`config.mk`:
```
export PLATFORM = sky130hd
export DESIGN_NAME = bcd_seg_scan
export DESIGN_NICKNAME = d
export VERILOG_FILES = /design/src/rtl/bcd_seg_scan.sv
export SDC_FILE = /design/constraint.sdc
export NUM_CORES = 1
export LEC_CHECK = 0
export CORE_ASPECT_RATIO = 2
export CORE_MARGIN = 2
export CORE_UTILIZATION = 50
export CTS_CLUSTER_DIAMETER = 30
export DETAILED_ROUTE_END_ITERATION = 7
export PLACE_DENSITY = 0.73
export SLEW_MARGIN = 20
export SYNTH_ARGS = -nofsm -noshare
export SYNTH_HDL_FRONTEND = slang
export SYNTH_SLANG_ARGS = --single-unit
```
`constraint.sdc`:
```
create_clock -name Sys_CLK -period 2.7 [get_ports Sys_CLK]
set_input_delay 0.54 -clock Sys_CLK [delete_from_list [all_inputs] [get_ports Sys_CLK]]
set_output_delay 0.54 -clock Sys_CLK [all_outputs]
set_load 0.05 [all_outputs]
```
`src/rtl/bcd_seg_scan.sv`:
```
// Seven-digit multiplexed common-anode 7-segment driver fed by a packed BCD word.
// The frame is latched once per scan cycle so a changing source never tears the display.
module bcd_seg_scan #(
    parameter int unsigned SCAN_DIV = 50000
) (
    input  logic        Sys_CLK,
    input  logic        Sys_RST_N,
    input  logic [24:0] Data_BCD,
    input  logic        Blank_En,
    output logic [7:0]  Seg_Out,
    output logic [6:0]  Dig_Sel,
    output logic        Frame_Done
);

    localparam logic [15:0] PRE_LAST   = 16'(SCAN_DIV - 32'd1);
    localparam logic [15:0] PRE_PENULT = 16'(SCAN_DIV - 32'd2);
    localparam logic [2:0]  IDX_LAST   = 3'd6;

    logic [15:0] pre_q, pre_d;
    logic [2:0]  idx_q, idx_d;
    logic [24:0] frm_q, frm_d;
    logic        blk_q, blk_d;
    logic        load_pending_q, load_pending_d;
    logic [7:0]  seg_q, seg_d;
    logic [6:0]  dig_q, dig_d;
    logic        frame_done_q, frame_done_d;
    logic [6:0]  blank_s;
    logic [3:0]  cur_digit_s;

    function automatic logic [3:0] digit_val(input logic [24:0] f, input logic [2:0] i);
        case (i)
            3'd0:    digit_val = f[3:0];
            3'd1:    digit_val = f[7:4];
            3'd2:    digit_val = f[11:8];
            3'd3:    digit_val = f[15:12];
            3'd4:    digit_val = f[19:16];
            3'd5:    digit_val = f[23:20];
            3'd6:    digit_val = {3'b000, f[24]};
            default: digit_val = 4'd0;
        endcase
    endfunction

    // A digit is blank when it and everything above it is zero; a non-BCD nibble counts as non-zero.
    function automatic logic [6:0] blank_mask(input logic [24:0] f, input logic b);
        logic zero_above;
        blank_mask = 7'b000_0000;
        zero_above = 1'b1;
        for (int i = 6; i >= 0; i--) begin
            zero_above = zero_above & (digit_val(f, 3'(i)) == 4'd0);
            if (b && (i != 0) && zero_above) begin
                blank_mask[i] = 1'b1;
            end else begin
                blank_mask[i] = 1'b0;
            end
        end
    endfunction

    function automatic logic [7:0] seg_decode(input logic [3:0] v);
        case (v)
            4'd0:    seg_decode = 8'hC0;
            4'd1:    seg_decode = 8'hF9;
            4'd2:    seg_decode = 8'hA4;
            4'd3:    seg_decode = 8'hB0;
            4'd4:    seg_decode = 8'h99;
            4'd5:    seg_decode = 8'h92;
            4'd6:    seg_decode = 8'h82;
            4'd7:    seg_decode = 8'hF8;
            4'd8:    seg_decode = 8'h80;
            4'd9:    seg_decode = 8'h90;
            default: seg_decode = 8'hBF;
        endcase
    endfunction

    // Scan counters and frame latch; the scan holds still during the post-reset load cycle.
    always_comb begin
        pre_d          = pre_q;
        idx_d          = idx_q;
        frm_d          = frm_q;
        blk_d          = blk_q;
        load_pending_d = load_pending_q;
        if (load_pending_q) begin
            frm_d          = Data_BCD;
            blk_d          = Blank_En;
            load_pending_d = 1'b0;
        end else if (pre_q == PRE_LAST) begin
            pre_d = 16'd0;
            if (idx_q == IDX_LAST) begin
                idx_d = 3'd0;
                frm_d = Data_BCD;
                blk_d = Blank_En;
            end else begin
                idx_d = idx_q + 3'd1;
            end
        end else begin
            pre_d = pre_q + 16'd1;
        end
    end

    // Pin decode of the current state; Frame_Done looks one cycle ahead so it lands in the wrap cycle.
    always_comb begin
        blank_s      = blank_mask(frm_q, blk_q);
        cur_digit_s  = digit_val(frm_q, idx_q);
        seg_d        = 8'hFF;
        dig_d        = 7'h7F;
        frame_done_d = 1'b0;
        if (load_pending_q) begin
            seg_d        = 8'hFF;
            dig_d        = 7'h7F;
            frame_done_d = 1'b0;
        end else begin
            dig_d = ~(7'b000_0001 << idx_q);
            if (blank_s[idx_q]) begin
                seg_d = 8'hFF;
            end else begin
                seg_d = seg_decode(cur_digit_s);
            end
            frame_done_d = (idx_q == IDX_LAST) && (pre_q == PRE_PENULT);
        end
    end

    // State and output registers with synchronous active-low reset.
    always_ff @(posedge Sys_CLK) begin
        if (!Sys_RST_N) begin
            pre_q          <= 16'd0;
            idx_q          <= 3'd0;
            frm_q          <= 25'd0;
            blk_q          <= 1'b0;
            load_pending_q <= 1'b1;
            seg_q          <= 8'hFF;
            dig_q          <= 7'h7F;
            frame_done_q   <= 1'b0;
        end else begin
            pre_q          <= pre_d;
            idx_q          <= idx_d;
            frm_q          <= frm_d;
            blk_q          <= blk_d;
            load_pending_q <= load_pending_d;
            seg_q          <= seg_d;
            dig_q          <= dig_d;
            frame_done_q   <= frame_done_d;
        end
    end

    assign Seg_Out    = seg_q;
    assign Dig_Sel    = dig_q;
    assign Frame_Done = frame_done_q;

endmodule

```
==> summary.txt <==
Setup path
  – Critical-path maximum fanout: 14
  – Number of buffer and inverter stages on the critical path: 2
  – Endpoint type of the worst setup path: flop
  – Cell breakdown of the critical path: buf_4, nor3b_1, a22oi_1, o311ai_2, inv_1, ha_1, mux2i_1, o211ai_1
  – Arrival time of the worst setup path: 2.35 ns
  – Type of the setup path with the least slack: reg2reg
  – Worst path max stage delay: 0.43 ns
  – Critical path data required time: 2.90 ns
  – CP Launch Point: idx_q[0]
  – Critical path's top delay family: flip-flops
  – Reg-to-reg critical path startpoint: idx_q[0]
  – Slowest-stage cell, CP: sky130_fd_sc_hd__dfxtp_1
  – CP startpoint kind: flop

Timing
  – Min Tclk post-route: 2.148 ns
  – Worst Clk Skew: 0.007420 ns
  – Max-slew headroom: 64.35%
  – Final Cycle Share: 79.55%
  – Highest attainable clock frequency: 465.6 MHz
  – Tightest Pin Transition: 0.5298 ns
  – Setup-violating endpoint count in the final report: 0
  – Setup Total Neg Slack: 0 ns
  – Count of final max-slew check failures: 0
  – RSZ-0062 raised after global routing: false
  – Number of hold-slack violations in the final timing report: 0
  – Final worst-path setup slack: 0.5521 ns

Clocking
  – Resized cells post-CTS: 0
  – Clock tree from TritonCTS: done
  – TritonCTS Buffers: 9
  – Number of hold-repair buffers added at the cts stage: 0
  – Clk Tree Root Cell: sky130_fd_sc_hd__clkbuf_8
  – Later-pin clock latency in the skew report: 0.35 ns
  – Number of sinks on the clock net: 61
  – Post-CTS Repair Setup Buffers: 0
  – CTS clock-pin slew for the worst setup and hold paths: 0.06 ns
  – Maximum buffer depth of the clock tree: 2
  – H-tree levels: 3

Cells and area
  – Net count of the finished layout: 391
  – Non-Filler Instances: 420
  – Antenna cells: 0
  – Layout cell share with drive strength beyond 1: 8.889%
  – Total area of sequential cells: 1221 sq um
  – Synth-to-layout area growth: 20.79%
  – Area of the multi-input gates: 1463 sq um
  – Fill cell count: 476
  – Final core occ: 62.61%

Detailed routing
  – Vias/cell: 5.579
  – Number of design rule violations left after detail routing: 0
  – Total Routed Length: 6157 um
  – Drt wl/cell: 14.66 um
  – Detailed router's first-iteration violation count: 87
  – Number of nets with antenna violations after routing: 0
  – TritonRoute pass-1 iters: 4
  – Via count: 2343

Status
  – Outcome: finished, final reports clean

Synthesis
  – Post-Syn Area: 2834 sq um
  – Largest cells by area after synthesis: sky130_fd_sc_hd__dfxtp_1, sky130_fd_sc_hd__nand3_1, sky130_fd_sc_hd__nand2_1, sky130_fd_sc_hd__o21ai_0, sky130_fd_sc_hd__xor2_1
  – Mapped Nets: 355
  – Mean Syn Cell Area: 8.884 sq um
  – Area share of the leading cell type in the synthesized netlist: 43.09%
  – Number of flip-flops and latches in the synthesized netlist: 61
  – Yosys cell types: 48
  – Primary FF master, synth: sky130_fd_sc_hd__dfxtp_1
  – Number of synthesized flops with an enable pin: 0
  – Cell type with the largest total area after synthesis: sky130_fd_sc_hd__dfxtp_1
  – Syn Inst Count: 319
  – Share of the yosys chip area belonging to registers: 43.09%
  – Number of warnings issued by yosys: 0
  – Fraction of registers with async set/reset: 0%

Placement
  – Pre-CTS setup slack: 0.5710 ns
  – Detailed-placement wirelength estimate: 4593 um
  – Count of buffers inserted at the top-level ports: 42
  – Final Wtd Congestion: 0.8719
  – Number of instances in the placed design: 404

Global route
  – Congestion Overflow GR: 0
  – All-layer global routing usage: 20.46%
  – First-pass GRT wire length: 9991 um
  – Vias in the first global route: 2251
  – Antenna violations before repair: 0
  – Largest net degree at the start of global routing: 54

Worst hold path
  – Hold path startpoint: frm_q[2]
  – Min-Delay Path Class: reg2reg

Pwr
  – Worst ir drop on vdd: 0.0006837 V
  – Power density relative to cell area: 573.4 nW/um^2
  – Lkg Pwr: 1.266 nW
  – Total Power: 1.963 mW

Die
  – Row cnt: 38
  – Initial cell density of the core: 51.83%
  – IO Pins: 44
  – Die outline width: 57.24 um
  – Die outline height: 110.5 um
  – Die Outline Area: 6323 sq um
  – CORE AREA: 5468 sq um

Job
  – Max capacitance violation total: 0
[flip-flops by register name (all words and copies together) (netlist names)]
register	flops
Dig_Sel	7
blk_q	1
frm_q	25
idx_q	3
Frame_Done	1
Seg_Out	7
pre_q	16
load_pending_q	1
[area by class of cell]
type / count / area share [%]
multi-input combinational: 230 / 42.73
sequential: 61 / 35.67
timing repair buffer: 46 / 13.01
clock buffer: 12 / 4.240
tap: 60 / 2.193
clock inverter: 4 / 1.389
inverter: 7 / 0.7675
[synthesized netlist by cell type (2+ instances only)]
cell,count
sky130_fd_sc_hd__nor4_1,6
sky130_fd_sc_hd__nor2_1,21
sky130_fd_sc_hd__or3_1,4
sky130_fd_sc_hd__xor2_1,13
sky130_fd_sc_hd__o21ai_1,5
sky130_fd_sc_hd__o21ai_0,24
sky130_fd_sc_hd__buf_6,2
sky130_fd_sc_hd__clkbuf_1,7
sky130_fd_sc_hd__a211o_1,2
sky130_fd_sc_hd__and3_1,3
sky130_fd_sc_hd__nand3_1,35
sky130_fd_sc_hd__dfxtp_1,61
sky130_fd_sc_hd__mux2i_1,10
sky130_fd_sc_hd__a21oi_1,8
sky130_fd_sc_hd__buf_2,4
sky130_fd_sc_hd__clkbuf_2,2
sky130_fd_sc_hd__nor2b_1,4
sky130_fd_sc_hd__and4_1,4
sky130_fd_sc_hd__inv_1,6
sky130_fd_sc_hd__buf_4,6
sky130_fd_sc_hd__ha_1,8
sky130_fd_sc_hd__nand4_1,4
sky130_fd_sc_hd__nand2b_1,4
sky130_fd_sc_hd__o311ai_2,2
sky130_fd_sc_hd__nand2_1,44
sky130_fd_sc_hd__mux2_4,2
sky130_fd_sc_hd__a32oi_2,2
sky130_fd_sc_hd__o211ai_1,5
sky130_fd_sc_hd__and2_1,2
[metrics by stage]
stage	hold slack [ns]	cell area [sq um]
2_1_floorplan	0.4277	2834
3_3_place_gp	0.4382	3231
3_5_place_dp	0.4442	3231
4_1_cts	0.4532	3423
5_1_grt	0.4642	3423
6_report	0.4488	3423
[where the power goes]
part	internal [mW]	switching (mW)	leakage, nW
registers	0.935	0.0257	0.499
clock network	0.448	0.348	0.0964
logic	0.0913	0.116	0.670
total	1.47	0.489	1.27
[routing by layer]
metal / vias to the layer above / track usage (%) / wire length (um)
li1: 1188 / - / -
met1: 1082 / 20.06 / 2353
met2: 52 / 35.94 / 3337
met3: 21 / 5.972 / 209
met4: 0 / 12.71 / 257
met5: - / 0 / 0
[layout by cell type, fill, tap and decap left out, types with 2 or more instances in the layout]
cell type,n
sky130_fd_sc_hd__a211o_1,2
sky130_fd_sc_hd__a21oi_1,8
sky130_fd_sc_hd__a32oi_2,2
sky130_fd_sc_hd__and2_1,2
sky130_fd_sc_hd__and3_1,3
sky130_fd_sc_hd__and4_1,4
sky130_fd_sc_hd__buf_4,4
sky130_fd_sc_hd__clkbuf_1,2
sky130_fd_sc_hd__clkbuf_8,10
sky130_fd_sc_hd__clkdlybuf4s50_1,41
sky130_fd_sc_hd__clkinv_2,2
sky130_fd_sc_hd__dfxtp_1,61
sky130_fd_sc_hd__ha_1,8
sky130_fd_sc_hd__inv_1,6
sky130_fd_sc_hd__mux2_4,2
sky130_fd_sc_hd__mux2i_1,10
sky130_fd_sc_hd__nand2_1,44
sky130_fd_sc_hd__nand2b_1,4
sky130_fd_sc_hd__nand3_1,35
sky130_fd_sc_hd__nand4_1,4
sky130_fd_sc_hd__nor2_1,21
sky130_fd_sc_hd__nor2b_1,4
sky130_fd_sc_hd__nor4_1,6
sky130_fd_sc_hd__o211ai_1,5
sky130_fd_sc_hd__o21ai_0,24
sky130_fd_sc_hd__o21ai_1,5
sky130_fd_sc_hd__o311ai_2,2
sky130_fd_sc_hd__or3_1,4
sky130_fd_sc_hd__xor2_1,13
[final timing paths]
check,to,slack [ns],depth (start not counted)
worst max-delay path,Seg_Out[3],0.55,8
worst min-delay path,frm_q[2],0.45,2
worst max register to register,Seg_Out[3],0.55,8
worst min register to register,frm_q[2],0.45,2
[worst min-delay path: cells and delay by family, from the launching register on]
kind | cells | cell delay (ns)
flip-flops | 1 | 0.31
AND/OR/NAND/NOR | 1 | 0.05
AO/OA/AOI/OAI | 1 | 0.05
[cells by family after synthesis]
logic type               synth area share [%]
flip-flops                              43.09
XOR/XNOR                                4.327
AND/OR/NAND/NOR                         24.33
buffers and inverters                   5.298
multiplexers                            4.592
other                                  0.1323
AO/OA/AOI/OAI                           14.70
adder cells (fa/ha/maj)                 3.532
(Power assumes the default switching activity.)
